--- src/rtl/frame_writer.sv ---
// Write side of the double-buffered VGA framebuffer. It writes one frame of
// streamed pixels into the back bank and swaps banks on the next vsync fall.
module frame_writer #(
  parameter int unsigned WIDTH      = 400,
  parameter int unsigned HEIGHT     = 200,
  parameter logic [31:0] BANK0_BASE = 32'd0,
  parameter logic [31:0] BANK1_BASE = 32'd80000
) (
  input  logic        vgaclk,
  input  logic        rst,
  input  logic        in_valid,
  output logic        in_ready,
  input  logic [31:0] in_data,
  input  logic        in_sof,
  input  logic        vsync,
  output logic        we,
  output logic [31:0] wr_addr,
  output logic [31:0] wr_data,
  output logic [31:0] front_base,
  output logic        frame_done,
  output logic        sof_err
);

  localparam logic [16:0] LAST = 17'(WIDTH * HEIGHT - 1);

  typedef enum logic [1:0] {IDLE, WRITE, WAIT_SWAP} state_t;

  state_t      r_state;
  logic [16:0] r_cnt;
  logic        r_front_bank;
  logic        r_vsync_q;

  logic        w_accept;
  logic        w_vsync_fall;
  logic [31:0] w_back_base;

  // Readiness depends only on state, so the producer never waits on its own valid.
  assign in_ready     = (r_state != WAIT_SWAP);
  assign w_accept     = in_valid & in_ready;
  assign w_vsync_fall = r_vsync_q & ~vsync;
  assign w_back_base  = r_front_bank ? BANK0_BASE : BANK1_BASE;
  assign front_base   = r_front_bank ? BANK1_BASE : BANK0_BASE;

  // NOTE: non-blocking assignments throughout, so every branch reads the
  // pre-edge values of r_cnt/r_front_bank regardless of statement order.
  always_ff @(posedge vgaclk) begin
    if (rst) begin
      r_state      <= IDLE;
      r_cnt        <= '0;
      r_front_bank <= 1'b0;
      r_vsync_q    <= 1'b1;
      we           <= 1'b0;
      wr_addr      <= '0;
      wr_data      <= '0;
      frame_done   <= 1'b0;
      sof_err      <= 1'b0;
    end else begin
      r_vsync_q  <= vsync;
      we         <= 1'b0;
      frame_done <= 1'b0;
      sof_err    <= 1'b0;

      case (r_state)
        IDLE: begin
          // Beats without sof are dropped until a frame start is seen.
          if (w_accept && in_sof) begin
            we      <= 1'b1;
            wr_addr <= w_back_base;
            wr_data <= in_data;
            r_cnt   <= 17'd1;
            r_state <= WRITE;
          end
        end

        WRITE: begin
          if (w_accept) begin
            we      <= 1'b1;
            wr_data <= in_data;
            if (in_sof) begin
              wr_addr <= w_back_base;
              r_cnt   <= 17'd1;
              sof_err <= 1'b1;
            end else begin
              wr_addr <= w_back_base + 32'(r_cnt);
              if (r_cnt == LAST) begin
                r_cnt   <= '0;
                r_state <= WAIT_SWAP;
              end else begin
                r_cnt <= r_cnt + 17'd1;
              end
            end
          end
        end

        WAIT_SWAP: begin
          if (w_vsync_fall) begin
            r_front_bank <= ~r_front_bank;
            frame_done   <= 1'b1;
            r_state      <= IDLE;
          end
        end

        default: r_state <= IDLE;
      endcase
    end
  end

endmodule

--- config.mk ---
export PLATFORM = sky130hd
export DESIGN_NAME = frame_writer
export DESIGN_NICKNAME = d
export VERILOG_FILES = /design/src/rtl/frame_writer.sv
export SDC_FILE = /design/constraint.sdc
export NUM_CORES = 1
export LEC_CHECK = 0
export BUFFER_PORTS_ARGS = -buffer_cell sky130_fd_sc_hd__clkbuf_2
export CAP_MARGIN = 10
export CORE_MARGIN = 5
export CORE_UTILIZATION = 45
export DETAILED_ROUTE_END_ITERATION = 12
export GPL_TIMING_DRIVEN = 0
export PLACE_DENSITY = 0.81
export SYNTH_ARGS = -nofsm -noshare
export SYNTH_HDL_FRONTEND = slang
export SYNTH_SLANG_ARGS = --single-unit
--- constraint.sdc ---
create_clock -name vgaclk -period 3.35 [get_ports vgaclk]
set_input_delay 0.1675 -clock vgaclk [delete_from_list [all_inputs] [get_ports vgaclk]]
set_output_delay 0.1675 -clock vgaclk [all_outputs]
set_load 0.05 [all_outputs]
==> flow_metrics.tcl, run 1 <==
set metrics [dict create \
    outcome "complete, no violations" \
    drive_above_1_share 0.298 \
    fin_area_mm2 0.00438 \
    fin_util 0.597 \
    cts_tree "done" \
    final_cell_mix "clkbuf_2 (95), nand2_1 (81), dfxtp_1 (74)" \
    groute.usage.overall 0.180 \
    ant_nets 0 \
    num_rows 31 \
    p_total_mw 1.99 \
    maxCapViolations 0 \
    grtUsageMet3 0.0474 \
    synthCells 420 \
    cts.sinks 74 \
    drc 0 \
    worst_slew_pin_slew_ps 976 \
    post_drt_via_cell_ratio 4.75 \
    antenna_found_initial 0 \
    ys.flop_type "dfxtp_1" \
    cts_max_level 3 \
    grt_util_met1 0.219 \
    cts_buffer_depth 2 \
    use_met2 0.288 \
    wirelength_um 8610 \
    fmax_mhz 422 \
    final_common_cell "clkbuf_2" \
    crit_type "reg2reg" \
    vias 3184 \
    wl_per_cell_um 12.8 \
    hold_class "in2reg" \
    yosysSeqAreaShare 0.432 \
    synth_edf_count 0 \
    grt_pass1_wl_um 14000 \
    drt_first_pass_iters 4 \
    ys_ff_latch 74 \
    crit_fanout 9 \
    slew-limit-headroom 0.343 \
    regArea_mm2 0.00148 \
    worstPathArrival_ps 2630 \
    finalHoldViolCount 0 \
    finalSetupViolCount 0 \
    cp-end-kind "register" \
    busiest_layer "met2" \
    insertion_delay_ps 350 \
    netlist_area_mm2 0.00343 \
    die_h_um 97.3 \
    min_period_ps 2370 \
    diodes 0 \
    skew_ps 8.40 \
    area_delta_synth_final_pct 27.5 \
    die_x_um 97.3 \
    cts_setup_buffers 0 \
    placed_cell_area_mm2 0.00418 \
    synth.yosys.warnings 0 \
    leakage_nw 2.04 \
    ys_types 43 \
    cts_made_buffers 9 \
    dieArea_mm2 0.00947 \
    io_pins 137 \
    peakVddDrop_v 0.000246 \
    ctsRootBufferMaster "clkbuf_8" \
    finalCritPeriodShare 0.708 \
    power.density_mw_per_mm2 454 \
    grt_overflow_total 0 \
    fillers 689 \
    drt-initial-drc-count 137 \
    multi_input_area_mm2 0.00164 \
    first_global_vias 2976 \
    start_util 0.468 \
    cts_hold_buffers 0 \
    fin_setup_tns_ps 0 \
    ys_async_sr_fraction 0 \
    rsz0062_at_grt "no" \
    syn_avg_cell_area_um2 8.17 \
    layout.nets 610 \
    place_hpwl_um 6660 \
    timing.final.ws_setup_ps 980 \
    drv_slew 0 \
    crit_required_ps 3610 \
    critPathLaunchType "register" \
    gp_congestion 0.930 \
    cts_resized 0 \
    grt_start_max_net_pins 14 \
    clkSlewWorstSetupHoldPaths_ps 80 \
    dp_slack_ps 1050 \
    io_buffers 95 \
    coreArea_mm2 0.00733 \
]
-- area by class of cell --
cell class	instances	area share
Inverter	3	0.00257
Clock inverter	7	0.0160
Clock buffer	9	0.0283
Timing Repair Buffer	95	0.109
Tap cell	99	0.0283
Sequential cell	74	0.339
Multi-Input combinational cell	314	0.376
Buffer	69	0.102
-- synthesized netlist by cell type, types with 2 or more instances --
cell type	count	share of area
inv_1	3	0.0033
or2_2	2	0.0036
nand4_1	4	0.0073
ha_1	7	0.026
buf_2	5	0.0073
nor4_1	6	0.011
nor3b_1	2	0.0044
nand2_1	81	0.089
xor2_1	12	0.031
a211oi_1	4	0.0087
dfxtp_1	74	0.43
o21ai_0	5	0.0073
a22oi_1	9	0.020
a32oi_1	3	0.0077
nand3_1	8	0.012
o31ai_1	2	0.0044
nand2b_1	2	0.0036
nor2_1	46	0.050
nor3_1	5	0.0073
buf_4	46	0.10
a21oi_1	42	0.061
and3_1	4	0.0073
a211o_1	2	0.0051
o21a_1	2	0.0044
clkbuf_1	17	0.019
or3_1	3	0.0055
xnor2_1	8	0.020
-- power breakdown --
part	total [mW]	switching (mW)	internal, mW
sequential	0.926	0.0165	0.909
combinational	0.390	0.293	0.0972
clock	0.671	0.329	0.342
-- flip-flops by register name (all words and copies together), names as in the netlist --
| signal | count |
|---|---|
| r_front_bank | 1 |
| r_state | 2 |
| sof_err | 1 |
| r_cnt | 17 |
| wr_data | 32 |
| frame_done | 1 |
| wr_addr | 18 |
| we | 1 |
| r_vsync_q | 1 |
-- worst paths after layout --
check | from | to | slack (ps) | cells past startpoint
hold reg to reg | wr_addr[11]$_SDFFE_PP0P_ | wr_addr[11]$_SDFFE_PP0P_ | 450 | 2
setup / recovery | r_front_bank$_SDFFE_PP0P_ | wr_addr[17]$_SDFFE_PP0P_ | 980 | 8
hold / removal | vsync | r_vsync_q$_SDFF_PP1_ | 20 | 2
setup reg to reg | r_front_bank$_SDFFE_PP0P_ | wr_addr[17]$_SDFFE_PP0P_ | 980 | 8
-- metrics by stage --
stage,std cells,hold WS (ps)
finish,670,19.0
CTS,670,6.25
floorplan,460,274
global placement,654,367
global route,670,26.0
detailed placement,654,370
-- layer usage --
layer	up-vias	wire [um]	part of all wire
li1	1621	-	-
met1	1414	3750	0.44
met2	130	3820	0.44
met3	19	765	0.089
met4	0	269	0.031
met5	-	0	0
-- cells by family after synthesis --
group | share of synthesized area
buffers and inverters | 0.133
DFF | 0.432
other | 0.00109
adders and majority gates | 0.0255
AOI/OAI and AO/OA | 0.132
xor gates and xnor gates | 0.0510
and+or+nand+nor | 0.222
muxes | 0.00292
-- worst max-delay path, stage by stage, from the launching register on --
cell and delay (ps):
dfxtp_1 410, inv_1 250, ha_1 240, ha_1 200, nand3_1 170, o21ai_0 390
a21oi_1 120, or3_1 310, a211oi_1 190
No activity file was read; power rests on OpenSTA's default activity.
==> run 2, diff against run 1 <==
--- a/config.mk
+++ b/config.mk
@@ -5,13 +5,14 @@
 export SDC_FILE = /design/constraint.sdc
 export NUM_CORES = 1
 export LEC_CHECK = 0
+export ABC_AREA = 1
 export BUFFER_PORTS_ARGS = -buffer_cell sky130_fd_sc_hd__clkbuf_2
 export CAP_MARGIN = 10
 export CORE_MARGIN = 5
 export CORE_UTILIZATION = 45
 export DETAILED_ROUTE_END_ITERATION = 12
 export GPL_TIMING_DRIVEN = 0
-export PLACE_DENSITY = 0.81
+export PLACE_DENSITY = 0.8
 export SYNTH_ARGS = -nofsm -noshare
 export SYNTH_HDL_FRONTEND = slang
 export SYNTH_SLANG_ARGS = --single-unit
==> constraint.sdc (replaced) <==
create_clock -name vgaclk -period 2.3 [get_ports vgaclk]
set_input_delay 0.115 -clock vgaclk [delete_from_list [all_inputs] [get_ports vgaclk]]
set_output_delay 0.115 -clock vgaclk [all_outputs]
set_load 0.05 [all_outputs]
==> run 2 against run 1 <==
Net effect:
- via count rose by 16%
- clock skew increased by 4.4 ps
- cell count grew 15%
- register-to-register slack got worse by 760 ps
- critical path type unchanged
- clock-buffer cell count did not move
- clock power increased by 40%
- critical path depth did not move
- largest cell class unchanged
- routed wire length up 13%
- sequential share of layout area shrank 3.2 points
- sequential power is 48% higher
==> flow_metrics.tcl, run 2 <==
set metrics [dict create \
    ys_async_sr_fraction 0 \
    cts_buffer_depth 2 \
    fmax_mhz 480 \
    synthSimpleGateAreaFrac 0.269 \
    critPathLaunchType "register" \
    cts_tree "done" \
    wl_per_cell_um 12.7 \
    worstPathArrival_ps 2300 \
    place_hpwl_um 7150 \
    gp_congestion 0.882 \
    synth_edf_count 0 \
    cp_num_buf_inv 1 \
    groute.usage.overall 0.197 \
    die_h_um 99.3 \
    drc 0 \
    layout.nets 705 \
    crit_fanout 8 \
    fin_util 0.621 \
    r2r_cells 8 \
    netlist_top_cells_area "dfxtp_1 (41%), nor2_1 (11%), buf_4 (9.8%)" \
    drv_slew 0 \
    peakVddDrop_v 0.000475 \
    reg.largest.list "wr_data: 32 flops, wr_addr: 18 flops, r_cnt: 17 flops" \
    drt-initial-drc-count 215 \
    synthXorXnorAreaFrac 0.0171 \
    fillers 666 \
    multi_input_area_mm2 0.00168 \
    synth_compound_area_frac 0.114 \
    grt_pass1_wl_um 16000 \
    finalSetupViolCount 0 \
    synth_top_family_by_area "simple AND/OR/NAND/NOR gates" \
    leakage_nw 2.42 \
    ant_nets 0 \
    first_global_vias 3634 \
    switchingPower_mw 1.06 \
    largest_reg_flops 32 \
    synthAdderAreaFrac 0.0244 \
    p_seq_frac 0.457 \
    regMostFlops "wr_data" \
    grt_overflow_total 0 \
    cts_resized 0 \
    antenna_found_initial 0 \
    num_rows 32 \
    hold_end "wr_data[14]$_SDFFE_PP0P_" \
    switching_share 0.355 \
    finalHoldViolCount 0 \
    yosysSeqAreaShare 0.413 \
    synth.yosys.warnings 0 \
    cts_max_level 3 \
    diodes 0 \
    power.density_mw_per_mm2 621 \
    start_util 0.462 \
    critPathSlowestCell "dfxtp_1" \
    cp-end-kind "register" \
    wirelength_um 9770 \
    netlist_area_mm2 0.00359 \
    crit_required_ps 2520 \
    r2r_slack_ps 220 \
    placed_cell_area_mm2 0.00434 \
    hp-start "in_data[14]" \
    p_int_mw 1.93 \
    vias 3695 \
    insertion_delay_ps 350 \
    rsz0062_at_grt "no" \
    ys_types 34 \
    clkSlewWorstSetupHoldPaths_ps 80 \
    fin_area_mm2 0.00483 \
    cts.sinks 74 \
    synthTopCellsByCount "nor2_1 (104), dfxtp_1 (74), nand2_1 (63)" \
    path_cells "inv_1 > ha_1 > a21oi_1 > or2_2 > nand3_1 > nand2_1 > nand3_1 > a21oi_1" \
    io_buffers 95 \
    die_x_um 99.3 \
    yosysMostFrequentCell "nor2_1" \
    synth_top_area_frac 0.413 \
    dieArea_mm2 0.00986 \
    min_period_ps 2080 \
    hold_class "in2reg" \
    drt_first_pass_iters 5 \
    critPathTopFamily "simple AND/OR/NAND/NOR gates" \
    io_pins 137 \
    fin_setup_tns_ps 0 \
    slew-limit-headroom 0.662 \
    post_drt_via_cell_ratio 4.81 \
    grt_start_max_net_pins 16 \
    regArea_mm2 0.00148 \
    skew_ps 12.8 \
    finalCritPeriodShare 0.905 \
    hold_path_depth 3 \
    synth_top_area_cell "dfxtp_1" \
    crit_type "reg2reg" \
    ys_ff_latch 74 \
    ys.flop_type "dfxtp_1" \
    r2r_start "r_front_bank$_SDFFE_PP0P_" \
    pwr-share-comb 0.229 \
    dp_cells 722 \
    synthMuxAreaShare 0 \
    worst_slew_pin_slew_ps 506 \
    final_common_cell "nor2_1" \
    ctsRootBufferMaster "clkbuf_8" \
    coreArea_mm2 0.00777 \
    area_delta_synth_final_pct 34.5 \
    regToRegEndpoint "wr_addr[15]$_SDFFE_PP0P_" \
    max_stage_delay_ps 490 \
    final_cell_mix "nor2_1 (104), clkbuf_2 (95), dfxtp_1 (74)" \
    synthCells 485 \
    clkPwrFrac 0.314 \
    stdcell_count 768 \
    maxCapViolations 0 \
    syn_avg_cell_area_um2 7.40 \
    drive_above_1_share 0.273 \
    outcome "complete, no violations" \
    cts_made_buffers 9 \
]
run 2: metal layers:
metal,track usage,vias up,share of wire
met4,0.0746,0,0.021
li1,-,1835,-
met5,0,-,0
met3,0.0736,23,0.10
met1,0.221,1680,0.40
met2,0.339,157,0.48
run 2: area by class of cell:
| type | instances | share of cell area |
|---|---|---|
| tap | 102 | 0.0264 |
| sequential | 74 | 0.307 |
| multi-input combinational | 351 | 0.347 |
| clock inverter | 7 | 0.0127 |
| clock buffer | 9 | 0.0257 |
| buffer | 67 | 0.0946 |
| inverter | 33 | 0.0257 |
| timing repair buffer | 125 | 0.161 |
run 2: worst max-delay path by stage:
stage / from / endpoint / slack [ps] / cells after the start
finish: r_front_bank$_SDFFE_PP0P_ / wr_addr[15]$_SDFFE_PP0P_ / 220 / 8
global route: r_front_bank$_SDFFE_PP0P_ / wr_addr[15]$_SDFFE_PP0P_ / 90 / 8
CTS: r_front_bank$_SDFFE_PP0P_ / wr_addr[15]$_SDFFE_PP0P_ / 270 / 8
detailed placement: r_front_bank$_SDFFE_PP0P_ / wr_addr[15]$_SDFFE_PP0P_ / 300 / 8
global placement: r_front_bank$_SDFFE_PP0P_ / wr_addr[15]$_SDFFE_PP0P_ / 380 / 8
floorplan: r_front_bank$_SDFFE_PP0P_ / wr_addr[15]$_SDFFE_PP0P_ / 620 / 8
run 2: kinds of logic (layout without fill, tap and decap cells):
family	Yosys count	in the layout
and+or+nand+nor	220	220
DFF	74	74
xor gates and xnor gates	7	7
AOI/OAI and AO/OA	76	76
adders and majority gates	7	7
buffers and inverters	100	241
other	1	41
run 2: worst reg2reg max path: cells and delay by family, from the launching register on:
kind / cells / cell delay, ps
AOI/OAI and AO/OA: 2 / 220
and+or+nand+nor: 4 / 540
adders and majority gates: 1 / 460
buffers and inverters: 1 / 230
DFF: 1 / 490
run 2: power groups by stage:
stage	registers (mW)	logic, mW	clock network, mW
CTS	1.37	0.679	0.971
finish	1.37	0.688	0.942
global placement	1.39	0.631	0
detailed placement	1.40	0.637	0
floorplan	1.58	0.328	0
global route	1.37	0.731	1.02
run 2: per-stage QoR:
stage               total power, mW  worst slack (ps)  hold slack, ps
global route                   3.13              86.2            8.85
global placement               2.03               383             305
CTS                            3.02               274            2.16
floorplan                      1.90               615             184
finish                         3.00               218            14.8
detailed placement             2.03               296             316
run 2: timing repair:
item | CTS | global route
setup buffers | 0 | 0
endpoints found under the hold margin | 30 | 0
hold buffers | 30 | 0
setup endpoints to repair | 0 | 0
